--- config.mk ---
export PLATFORM = sky130hd
export DESIGN_NAME = instr_fetch_unit
export DESIGN_NICKNAME = d
export VERILOG_FILES = /design/src/rtl/instr_fetch_unit_pkg.sv /design/src/rtl/instr_fetch_unit_pc_gen.sv /design/src/rtl/instr_fetch_unit.sv
export SDC_FILE = /design/constraint.sdc
export NUM_CORES = 1
export LEC_CHECK = 0
export ABC_AREA = 0
export CAP_MARGIN = 20
export CORE_MARGIN = 10
export CORE_UTILIZATION = 30
export CTS_BUF_LIST = sky130_fd_sc_hd__clkbuf_8
export DETAILED_ROUTE_END_ITERATION = 10
export PLACE_DENSITY = 0.62
export SETUP_SLACK_MARGIN = 0.05
export SYNTH_ARGS = -nofsm -noshare
export SYNTH_HDL_FRONTEND = slang
export SYNTH_SLANG_ARGS = --single-unit
--- constraint.sdc ---
create_clock -name clk -period 5.07 [get_ports clk]
set_input_delay 1.2675 -clock clk [delete_from_list [all_inputs] [get_ports clk]]
set_output_delay 1.2675 -clock clk [all_outputs]
set_load 0.005 [all_outputs]
--- src/rtl/instr_fetch_unit_pkg.sv ---
// Shared definitions for the instruction fetch unit: FSM states, default reset PC and opcode constants.
// The FAULT state exists only when IFU_ALIGN_CHECK_EN is defined.
package instr_fetch_unit_pkg;

    localparam int unsigned IFU_XLEN     = 32;
    localparam logic [31:0] IFU_RESET_PC = 32'h0000_0000;

    typedef enum logic [1:0] {
        ST_REQ  = 2'd0,
        ST_WAIT = 2'd1,
        ST_HOLD = 2'd2
`ifdef IFU_ALIGN_CHECK_EN
        , ST_FAULT = 2'd3
`endif
    } ifu_state_e;

    localparam logic [6:0]  OP_R = 7'b0110011;
    localparam logic [6:0]  OP_S = 7'b0100011;
    localparam logic [6:0]  OP_L = 7'b0000011;
    localparam logic [6:0]  OP_B = 7'b1100011;
    localparam logic [31:0] NOP  = 32'h0000_0013;

    function automatic logic is_word_aligned(input logic [1:0] low_bits);
        return low_bits == 2'b00;
    endfunction

endpackage

--- src/rtl/instr_fetch_unit_pc_gen.sv ---
// Program counter for the fetch unit: +4 sequential advance and redirect mux.
// With IFU_ALIGN_CHECK_EN a misaligned redirect target is flagged; otherwise its low bits are cleared.
module instr_fetch_unit_pc_gen
    import instr_fetch_unit_pkg::*;
#(
    parameter int              XLEN     = 32,
    parameter logic [XLEN-1:0] RESET_PC = '0
)(
    input  logic            clk,
    input  logic            rst_n,
    input  logic            advance_i,
    input  logic            redirect_valid_i,
    input  logic [XLEN-1:0] redirect_pc_i,
    output logic [XLEN-1:0] pc_o
`ifdef IFU_ALIGN_CHECK_EN
    ,
    output logic            misaligned_o
`endif
);

    logic [XLEN-1:0] pc_q;
    logic [XLEN-1:0] pc_d;
    logic [XLEN-1:0] target;

`ifdef IFU_ALIGN_CHECK_EN
    assign target       = redirect_pc_i;
    assign misaligned_o = !is_word_aligned(redirect_pc_i[1:0]);
`else
    localparam logic [XLEN-1:0] ALIGN_MASK = ~XLEN'(3);
    assign target = redirect_pc_i & ALIGN_MASK;
`endif

    // Redirect wins over the sequential step; the add wraps modulo 2^XLEN.
    always_comb begin
        pc_d = pc_q;
        if (redirect_valid_i) begin
            pc_d = target;
        end else if (advance_i) begin
            pc_d = pc_q + XLEN'(4);
        end
    end

    always_ff @(posedge clk or negedge rst_n) begin
        if (!rst_n) begin
            pc_q <= RESET_PC;
        end else begin
            pc_q <= pc_d;
        end
    end

    assign pc_o = pc_q;

endmodule

--- src/rtl/instr_fetch_unit.sv ---
// Fetch stage: one outstanding word read, valid/ready hand-off to decode, branch redirect.
// Define IFU_ALIGN_CHECK_EN to trap misaligned redirect targets in a sticky FAULT state.
module instr_fetch_unit
    import instr_fetch_unit_pkg::*;
#(
    parameter int              XLEN     = IFU_XLEN,
    parameter logic [XLEN-1:0] RESET_PC = XLEN'(IFU_RESET_PC)
)(
    input  logic            clk,
    input  logic            rst_n,
    output logic            imem_req_valid,
    input  logic            imem_req_ready,
    output logic [XLEN-1:0] imem_req_addr,
    input  logic            imem_rsp_valid,
    input  logic [XLEN-1:0] imem_rsp_data,
    output logic            instr_valid,
    input  logic            instr_ready,
    output logic [XLEN-1:0] instr,
    output logic [XLEN-1:0] instr_pc,
    output logic [6:0]      opcode,
    input  logic            redirect_valid,
    input  logic [XLEN-1:0] redirect_pc,
    output logic            fetch_fault
);

    logic [XLEN-1:0] pc;
    ifu_state_e      state_q;
    logic            drop_q;
    logic            instr_valid_q;
    logic [XLEN-1:0] instr_q;
    logic [XLEN-1:0] instr_pc_q;
    logic            accept;
    logic            advance;
`ifdef IFU_ALIGN_CHECK_EN
    logic            misaligned;
    logic            fault_q;
`endif

    assign accept  = imem_req_valid && imem_req_ready;
    assign advance = (state_q == ST_WAIT) && imem_rsp_valid && !drop_q && !redirect_valid;

    instr_fetch_unit_pc_gen #(
        .XLEN     (XLEN),
        .RESET_PC (RESET_PC)
    ) u_pc_gen (
        .clk              (clk),
        .rst_n            (rst_n),
        .advance_i        (advance),
        .redirect_valid_i (redirect_valid),
        .redirect_pc_i    (redirect_pc),
        .pc_o             (pc)
`ifdef IFU_ALIGN_CHECK_EN
        ,
        .misaligned_o     (misaligned)
`endif
    );

    // drop_q marks an in-flight read made stale by a redirect; its response is swallowed in WAIT.
    always_ff @(posedge clk or negedge rst_n) begin
        if (!rst_n) begin
            state_q       <= ST_REQ;
            drop_q        <= 1'b0;
            instr_valid_q <= 1'b0;
            instr_q       <= '0;
            instr_pc_q    <= '0;
`ifdef IFU_ALIGN_CHECK_EN
            fault_q       <= 1'b0;
`endif
        end else begin
            case (state_q)
                ST_REQ: begin
                    if (accept) begin
                        state_q <= ST_WAIT;
                        drop_q  <= redirect_valid;
                    end
                end
                ST_WAIT: begin
                    if (imem_rsp_valid) begin
                        drop_q <= 1'b0;
                        if (drop_q || redirect_valid) begin
                            state_q <= ST_REQ;
                        end else begin
                            state_q       <= ST_HOLD;
                            instr_q       <= imem_rsp_data;
                            instr_pc_q    <= pc;
                            instr_valid_q <= 1'b1;
                        end
                    end else if (redirect_valid) begin
                        drop_q <= 1'b1;
                    end
                end
                ST_HOLD: begin
                    if (redirect_valid || instr_ready) begin
                        state_q       <= ST_REQ;
                        instr_valid_q <= 1'b0;
                    end
                end
`ifdef IFU_ALIGN_CHECK_EN
                ST_FAULT: begin
                    state_q <= ST_FAULT;
                end
`endif
                default: begin
                    state_q <= ST_REQ;
                end
            endcase
`ifdef IFU_ALIGN_CHECK_EN
            if (redirect_valid && misaligned && (state_q != ST_FAULT)) begin
                state_q       <= ST_FAULT;
                fault_q       <= 1'b1;
                instr_valid_q <= 1'b0;
                drop_q        <= 1'b0;
            end
`endif
        end
    end

    // Gated by rst_n so no request is visible while reset is held, even though state_q already reads REQ.
    assign imem_req_valid = rst_n && (state_q == ST_REQ);
    assign imem_req_addr  = pc;
    assign instr_valid    = instr_valid_q;
    assign instr          = instr_q;
    assign instr_pc       = instr_pc_q;
    assign opcode         = instr_q[6:0];

`ifdef IFU_ALIGN_CHECK_EN
    assign fetch_fault = fault_q;
`else
    assign fetch_fault = 1'b0;
`endif

    a_req_aligned: assert property (@(posedge clk) disable iff (!rst_n)
        imem_req_valid |-> (imem_req_addr[1:0] == 2'b00));

    a_hold_stable: assert property (@(posedge clk) disable iff (!rst_n)
        (instr_valid && !instr_ready && !redirect_valid)
            |=> (instr_valid && $stable(instr) && $stable(instr_pc)));

    a_single_outstanding: assert property (@(posedge clk) disable iff (!rst_n)
        instr_valid |-> !imem_req_valid);

`ifdef IFU_ALIGN_CHECK_EN
    a_fault_sticky: assert property (@(posedge clk) disable iff (!rst_n)
        fetch_fault |=> (fetch_fault && !imem_req_valid && !instr_valid));
`endif

endmodule

; ---- Word-level counts from Yosys, hierarchy flattened
; Cells that the tools add are included.
; W data, S select, Z words.
[totals]
register_bits = 100
latch_bits = 0
ram_bits = 0
mem_bits_ro = 0
inputBits = 70
out_inout_bits = 106
wordCells = 47
mem_count = 0
[classes]
n_addsub = 1
n_mul = 0
div = 0
order_cmp = 0
n_eq_ne = 7
n_shift = 0
mux = 15
bitwise = 1
reduce_logical = 17
[op_table]
columns = cell, count
row1 = $mux W32, 2
row2 = $add A32 B3 Y32 const B, 1
row3 = $reduce_and A3 Y1, 3
row4 = $mux W2, 4
row5 = $ne A2 B2 Y1 const B, 4
row6 = $mux W1, 6
row7 = $pmux W2 S3, 1
row8 = $reduce_bool A2 Y1, 3
row9 = $logic_and A1 B1 Y1, 5
row10 = $pmux W1 S2, 2
row11 = $reduce_and A4 Y1, 1
row12 = $ne A3 B3 Y1 const B, 1
row13 = $eq A2 B1 Y1 const B, 1
row14 = $eq A2 B2 Y1 const B, 1
row15 = $logic_not A1 Y1, 2
row16 = $logic_not A2 Y1, 1
row17 = $logic_or A1 B1 Y1, 2
row18 = $not A1 Y1, 1

; ---- Longest topological paths before layout
; Gate-level depths: netlist (run 1).
[logic_depth]
ltp_word = 6
mapped_depth = 7
depth_no_buf = 6

; ---- Modules after synthesis
; From an unflattened synthesis (run 1), not the netlist that was laid out.
[unflattened]
cells_unflattened = 357
area_unflattened_um2 = 4479.3
[by_module_without_submodules]
columns = mod, instances, cells_per_inst, area_each_um2, seq_area_each_um2
row1 = instr_fetch_unit, 1, 165, 2750.1, 1701.6
row2 = instr_fetch_unit_pc_gen, 1, 192, 1729.2, 750.7

; ---- Worst setup path before layout (run 1)
; Ideal clock, no wire load.
[synth_path]
kind = input to output
from = input rst_n
to = output imem_req_valid
arrival_ps = 1468
required_time_ps = 3803
path_slack_ps = 2335
cell_stages = 1
n_path_buf = 0
cell_sequence = nor3b_1
[synth_via]
elab_chain_cells = 1
[synth_rtl]
columns = item, line
row1 = from (decl), instr_fetch_unit.sv:10  ; input logic rst_n,
row2 = $logic_and A1 B1 Y1, instr_fetch_unit.sv:119  ; assign imem_req_valid = rst_n && (state_q == ST_REQ);
row3 = to (decl), instr_fetch_unit.sv:11  ; output logic imem_req_valid,
; Every way passes these cells.

; ---- Final worst setup path (run 1)
; Ends and elaborated chain as after synthesis.

==> results of run 1 <==
## state kept, by name (all words and copies together), names as in the netlist
name / count
u_pc_gen.pc_o: 30
drop_q: 1
instr_pc: 30
instr: 32
state_q: 2
instr_valid: 1
## metrics by stage
stage | utilization | hold slack (ns)
after floorplan | - | 0.472
after global placement | 0.423 | 0.467
after detailed placement | 0.423 | 0.474
after CTS | 0.438 | 0.497
after global routing | 0.438 | 0.510
final | 0.438 | 0.492
## synth_stat cells, types with 2 or more instances
cell	number	area [sq um]
sky130_fd_sc_hd__nor3_1	2	10.0
sky130_fd_sc_hd__buf_4	13	97.6
sky130_fd_sc_hd__mux2_1	45	507
sky130_fd_sc_hd__nand3_1	4	20.0
sky130_fd_sc_hd__nand4_1	13	81.3
sky130_fd_sc_hd__o21ai_1	20	100
sky130_fd_sc_hd__and3_1	7	43.8
sky130_fd_sc_hd__buf_6	8	90.1
sky130_fd_sc_hd__nor2b_1	2	12.5
sky130_fd_sc_hd__mux2_2	19	214
sky130_fd_sc_hd__clkbuf_1	7	26.3
sky130_fd_sc_hd__xnor2_1	5	43.8
sky130_fd_sc_hd__xor2_1	23	201
sky130_fd_sc_hd__nor2_1	10	37.5
sky130_fd_sc_hd__inv_1	2	7.51
sky130_fd_sc_hd__mux2i_1	2	20.0
sky130_fd_sc_hd__and2_1	4	25.0
sky130_fd_sc_hd__nand2_1	45	169
sky130_fd_sc_hd__dfrtp_1	96	2400
sky130_fd_sc_hd__nor3_4	2	32.5
sky130_fd_sc_hd__nand4_4	2	42.5
sky130_fd_sc_hd__o21ai_0	9	45.0
sky130_fd_sc_hd__a21oi_1	2	10.0
## cells by family after synthesis
logic type                 share of synthesized area
and+or+nand+nor                                0.129
xor gates and xnor gates                      0.0561
adders and majority gates                    0.00286
buffers and inverters                         0.0518
AOI/OAI and AO/OA                             0.0398
DFF                                            0.550
other                                       0.000858
muxes                                          0.169
## layout make-up
class / count / area [sq um] / area share
Tap cell: 184 / 230 / 0.0364
Inverter: 2 / 7.51 / 0.00119
Clock inverter: 7 / 92.6 / 0.0146
Multi-Input combinational cell: 234 / 1760 / 0.278
Timing Repair Buffer: 173 / 1710 / 0.271
Sequential cell: 96 / 2400 / 0.380
Clock buffer: 9 / 124 / 0.0196
## critical path: cells and delay by family
kind	cells	cell delay (ns)
buffers and inverters	2	0.65
and+or+nand+nor	1	0.18
## per-layer routing
layer | track usage | part of all wire
met1 | 0.156 | 0.45
met2 | 0.182 | 0.44
met3 | 0.0568 | 0.096
met4 | 0.0397 | 0.0091
met5 | 0 | 0.0011
## where the power goes
part | internal (uW) | switching, uW
clock | 279 | 280
combinational | 684 | 295
sequential | 1030 | 161
## worst paths after layout
check	start	endpoint	slack [ns]	depth (start not counted)
max	rst_n	imem_req_valid	1.70	3
min	instr_pc[9]$_DFFE_PN0P_	instr_pc[9]$_DFFE_PN0P_	0.49	1
max reg2reg	drop_q$_DFFE_PN0P_	u_pc_gen.pc_o[30]$_DFFE_PN0P_	2.93	5
min reg2reg	instr_pc[9]$_DFFE_PN0P_	instr_pc[9]$_DFFE_PN0P_	0.49	1
max in group asynchronous	rst_n	instr_pc[5]$_DFFE_PN0P_	2.90	3
min in group asynchronous	rst_n	u_pc_gen.pc_o[30]$_DFFE_PN0P_	1.02	2
## cells in the final DEF (no fill, tap or decap), types with 6 or more instances in the layout
master | netlist | routed
sky130_fd_sc_hd__nand2_1 | 45 | 45
sky130_fd_sc_hd__nand4_1 | 13 | 13
sky130_fd_sc_hd__clkbuf_8 | 0 | 9
sky130_fd_sc_hd__xor2_1 | 23 | 23
sky130_fd_sc_hd__mux2_1 | 45 | 45
sky130_fd_sc_hd__and3_1 | 7 | 7
sky130_fd_sc_hd__buf_4 | 13 | 6
sky130_fd_sc_hd__nor2_1 | 10 | 10
sky130_fd_sc_hd__clkdlybuf4s50_1 | 0 | 166
sky130_fd_sc_hd__o21ai_1 | 20 | 20
sky130_fd_sc_hd__mux2_2 | 19 | 19
sky130_fd_sc_hd__o21ai_0 | 9 | 9
sky130_fd_sc_hd__dfrtp_1 | 96 | 96
==> summary by stage, run 1 <==
Route
The aggregate routed wire length is 12400 microns. In the routed layout, each cell is associated on average with a via count of 4.60. Once detail routing completed, the nets flagged for antenna violations numbered 0. In the routed design, unresolved DRC markers number 0. The per-cell routed wire length is 17.5 microns. The total number of vias is between 3000 and 4000. The detailed router finished its first iteration with approximately 110 violations. The total iterations of the first detailed-routing run is 4.

Layout
The post-layout instance area is ~0.0063 sq mm. The number of fill cells in the layout is between 1000 and 1500. Leaving out filler cells and counting taps, the final layout contains just over 700. The final layout contains around 600 nets. The layout overhead on the synthesized area is 44.7%. Of the cells placed in the final design, the portion with a size suffix greater than 1 is 0.0979. The count of inserted antenna diode cells is 0.

Placed design
The pre-CTS setup slack is 1.63 ns. After detailed placement, the total cell area comes to 0.00611 sq mm. The placed instance count is a little under 700.

Port buffering added 168 buffers. At the end of routability-driven placement, the weighted congestion stood at about 0.8. Detailed placement finished with a half-perimeter wire length of approximately 9400 microns.

Floorplanning
The width of the die is 141 microns. ~180 I/O pins were placed. The initial utilization of the core area, before any placement, comes to 0.303. The floorplan step defined a core boundary enclosing 0.0144 sq mm. In this run the core area contains 44 standard-cell rows.

The total die area is 0.0198 sq mm. In this run the vertical extent of the chip is between 100 and 150 microns.

Global route
For this run, the total global-route usage over all layers was measured as 0.123. The initial antenna violation count is 1. For this run the aggregate overflow at the end of global routing stands at 0.

The number of global-route vias before repair is about 3400. The first global-routing pass estimated slightly below 20000 microns of wire. The maximum number of pins on one net before global-route repair is 64.

CTS
The number of clock buffers added by TritonCTS is 9. The buffers inserted during post-CTS setup optimization is 0. Hold repair after CTS inserted 0 buffers. The clock slew at the register clock pins of the worst setup and hold paths is roughly 0.090 ns. The H-tree was split into 3 levels. The number of sinks on the clock net is 96. The clock network latency to the later pin of the worst-skew pair is around 0.37 ns.

The maximum clock insertion buffer count is 2. The TritonCTS clock tree is done. Gates resized during post-CTS repair numbered 0. The clock root buffer is sky130_fd_sc_hd__clkbuf_8.

Timing
The accumulated negative setup slack is 0 ns. The highest clock rate is roughly 300 MHz. On the final layout, the worst clock skew is ~0.011 ns. Once routing completed, OpenROAD measured the worst setup slack at 1.70 ns. In this run the tightest slew margin relative to its limit is 0.502. Setup violations remaining at the end of the flow were counted as 0. Setup repair after global routing left no endpoint under its margin.

The transition time of the tightest slew-check pin is 0.746 ns. The count of pins over their slew limit is 0. The total count of hold-check failures in the final report is 0. The minimum period implied by the final worst setup slack is between 3 and 4 ns. The share of the clock period used by the worst path after layout is 0.666.

Worst setup path
The endpoint class of the critical path is a primary output. Among all stages on the critical path, the largest delay is contributed by sky130_fd_sc_hd__clkdlybuf4s50_1. In this run the worst path has a maximum fanout of 2.

STA classifies the critical path startpoint as an input port. The arrival time of the worst setup path is 2.11 ns. For this run, the slowest stage of the critical path takes ~0.53 ns. Walking the worst path, the cells encountered are buf_4 > nor3b_1 > clkdlybuf4s50_1. The worst setup path is of the in -> out kind. The endpoint required time on the critical path is roughly 3.8 ns.

Yosys
The mean instance size in the synthesized netlist is between 10 and 15 sq um. In this run, synthesis produced a sequential element count of 96. Yosys printed 0 warnings. The post-synthesis sequential area ratio is 0.550. Of all flip-flops after synthesis, the portion carrying an async set or reset was 1.00. Among all flip-flop cells after synthesis, the most frequent one is sky130_fd_sc_hd__dfrtp_1.

The number of different library cells in the post-synthesis netlist is 38. Counting flops with a built-in enable in the synthesized netlist gives 0. After technology mapping, the gate count stands at ~360. The total standard cell area after synthesis is between 0.004 and 0.005 sq mm.

Pwr
Total power for the finished layout comes to 2720 uW. For this design the ratio of total power to cell area is ~430 mW/mm^2. VDD sags by at most between 150 and 200 uV.

Summed over all cells, the static leakage comes to roughly 0.0027 uW.

Status
The flow ran to the end, and the final reports show no timing, DRC or antenna violations.

Worst hold path
The worst hold path belongs to the class reg -> reg.

Run
Across the run, the number of max-cap violations was 0.
(Power assumes the default switching activity.)
==> inputs of run 2 (changes only) <==
==> constraint.sdc (replaced) <==
create_clock -name clk -period 3.5 [get_ports clk]
set_input_delay 0.875 -clock clk [delete_from_list [all_inputs] [get_ports clk]]
set_output_delay 0.875 -clock clk [all_outputs]
set_load 0.005 [all_outputs]
==> run 2 against run 1 <==
  * Utilization hardly changed
  * Register-to-register slack worse by 1.3 ns
  * Sequential power is 45% higher
  * Final area hardly changed
  * Global-route usage hardly changed
  * Clock-buffer cell count is 1 higher
  * Clock power is 40% higher
  * Sequential share of layout area hardly changed
  * Largest power group unchanged
  * First-iteration DRC count is 37% lower
  * Clock skew is 0.0016 ns lower
  * Flip-flop and latch count stayed put
==> summary by stage, run 2 (synthesis gave the netlist of run 1 again) <==
CTS
The number of sinks on the clock net is 96 (unchanged). The number of H-tree levels is 3 (unchanged). The clock slew at the register clock pins of the worst setup and hold paths is 0.08 ns (about the same).

The clock network latency to the later pin of the worst-skew pair is 0.37 ns (about the same). The TritonCTS clock tree is done. The buffers inserted during post-CTS setup optimization is 0 (unchanged). The clock root buffer is sky130_fd_sc_hd__clkbuf_8. The total clock buffers created by CTS was 9 (unchanged). The total of cells resized after clock tree synthesis is 0 (unchanged).

The maximum clock insertion buffer count is 2 (unchanged). The number of buffers added to fix hold violations after cts is 0 (unchanged).

Layout
The area of the multi-input gates was 0.00176 sq mm (unchanged). The layout overhead on the synthesized area is 44.8% (about the same). The number of fill cells in the layout is 1364 (-1.7%). Leaving out fill and tap cells, the most frequent cell in the layout is sky130_fd_sc_hd__clkdlybuf4s50_1. The post-layout instance area is 0.00633 sq mm (about the same). The register area is 0.00240 sq mm (unchanged). The count of inserted antenna diode cells is 0 (unchanged). The ratio of cells with drive above 1 in the final layout is 0.0939 (-0.00402). In the layout the commonest cells are sky130_fd_sc_hd__clkdlybuf4s50_1, sky130_fd_sc_hd__dfrtp_1, sky130_fd_sc_hd__mux2_1, sky130_fd_sc_hd__nand2_1, sky130_fd_sc_hd__xor2_1. The flip-flop count of the largest register after layout was 32 (unchanged).

The core occupancy in the finished layout is 0.439 (about the same). The net count of the finished layout was 588 (+0.17%).

Global route
The initial antenna violation count is 1 (unchanged). The maximum number of pins on one net before global-route repair came to 70 (+9.4%). The overall global routing resource usage was 0.123 (-0.000293).

The remaining global-route overflow was 0 (unchanged). The number of global-route vias before repair came to 3510 (+3.8%). The global-route wire length before repair is 19600 microns (+0.39%).

Route
The mean number of vias per cell is 4.49 (-2.3%). The total routed wire length on the met1 layer was 5370 microns (-4.2%). The total met3 wirelength after detailed routing is 1270 microns (+7.5%). The aggregate routed wire length is 12200 microns (-1.1%). The number of remaining DRC errors is 0 (unchanged). The per-cell routed wire length is 17.3 microns (-1.2%). The total number of vias came to 3171 (-2.2%). The total iterations of the first detailed-routing run came to 4 (unchanged). The amount of wire on met2 after detailed routing was 5490 microns (+0.60%). After detailed routing, no signal wire sits above met5. The DRC violation total after the first TritonRoute iteration is 70 (-37%). The antenna violation net count after detailed routing is 0 (unchanged).

Floorplanning
The width of the die is 141 microns (unchanged). The floorplan die height is 141 microns (unchanged). The area of the core region is 0.0144 sq mm (unchanged). The top-level I/O count is 176 (unchanged). The site row count came to 44 (unchanged). The total die area is 0.0198 sq mm (unchanged). The effective utilization at floorplan is 0.303 (unchanged).

Timing
The minimum period implied by the final worst setup slack is ~2.6 ns. The count of pins over their slew limit is 0 (unchanged). The number of setup violations in the final report was 0 (unchanged).

The final setup skew came to 0.00984 ns (-0.00165 ns). The accumulated negative setup slack is 0 ns (unchanged). The total count of hold-check failures in the final report is 0 (unchanged). Setup repair after global routing left no endpoint under its margin. Of the available clock period, the critical path in the final layout requires 0.755. The transition time of the tightest slew-check pin is 0.913 ns (+0.166 ns). The relative slew slack is 0.392 (-0.111). For this run, the top clock speed supported by timing is about 380 MHz. The smallest setup slack after layout is 0.857 ns (-0.838 ns).

Worst hold path
The tightest min-delay check is of the reg -> reg type. The worst hold path cell count was 1 (unchanged).

Worst setup path
The startpoint kind of the worst setup timing path is an input port. The endpoint class of the critical path is a primary output. The arrival time of the worst setup path is 1.77 ns (-0.34 ns). The endpoint required time on the critical path is 2.62 ns (-1.18 ns). The setup path with the least slack is of type in -> out.

The path depth of the worst reg2reg path is 6 (+1). The maximum fanout count along the critical path is 2 (unchanged).

Placed design
The final weighted congestion in routability-driven placement is 0.821 (+3.1%). The pre-CTS setup slack is 0.706 ns (-0.926 ns). The cell area reported after detailed placement was 0.00612 sq mm (+0.12%). The HPWL reported at the end of detailed placement came to 9360 microns (about the same).

The number of buffers inserted by port buffering is 168 (unchanged).

Pwr
The static power due to leakage is 0.00267 uW (+0.44%). The total power divided by cell area is 619 mW/mm^2 (+44%). The worst IR drop on VDD is 246 uV (+50%).

Status
The run finished with clean final reports.

Run
The number of max-cap violations is 0 (unchanged).
-- run 2: cell types whose count changed in the layout (fill, tap and decap cells not counted), sizes merged --
cell and change:
buf +1, clkbuf +1, inv +1, clkinv -2
-- run 2: final timing paths --
path	from	endpoint	slack (ns)
min	instr[7]$_DFFE_PN0P_	instr[7]$_DFFE_PN0P_	0.49
max	rst_n	imem_req_valid	0.86
min in group asynchronous	rst_n	instr[1]$_DFFE_PN0P_	0.56
min reg2reg	instr[7]$_DFFE_PN0P_	instr[7]$_DFFE_PN0P_	0.49
max reg2reg	u_pc_gen.pc_o[2]$_DFFE_PN0P_	u_pc_gen.pc_o[30]$_DFFE_PN0P_	1.60
max in group asynchronous	rst_n	instr_pc[3]$_DFFE_PN0P_	1.70
-- run 2: layout make-up --
cell class                 instances  area share
timing repair buffer             174       0.272
inverter                           2     0.00119
multi-input combinational        234       0.278
tap                              184      0.0364
sequential                        96       0.380
clock inverter                     6      0.0121
clock buffer                      10      0.0217
-- run 2: worst max-delay path, cell delays in order --
cell	delay [ns]
sky130_fd_sc_hd__buf_4	0.11
sky130_fd_sc_hd__nor3b_1	0.23
sky130_fd_sc_hd__clkdlybuf4s50_1	0.55
-- run 2: power by group --
| part | leakage [uW] | internal, uW | switching (uW) |
|---|---|---|---|
| sequential | 0.00117 | 1490 | 234 |
| combinational | 0.00137 | 992 | 425 |
| clock | 0.000120 | 414 | 368 |
-- run 2: metal layers --
layer,up-vias,track usage
met1,1498,0.147
met4,2,0.0326
met3,10,0.0642
met5,-,0
li1,1540,-
met2,121,0.190
-- run 2: stage by stage --
| stage | hold WS (ns) | cells | total power, uW |
|---|---|---|---|
| CTS | 0.496 | 706 | 4020 |
| finish | 0.491 | 706 | 3920 |
| global placement | 0.466 | 690 | 3170 |
| floorplan | 0.472 | 361 | 2170 |
| detailed placement | 0.476 | 690 | 3210 |
| global route | 0.505 | 706 | 4200 |
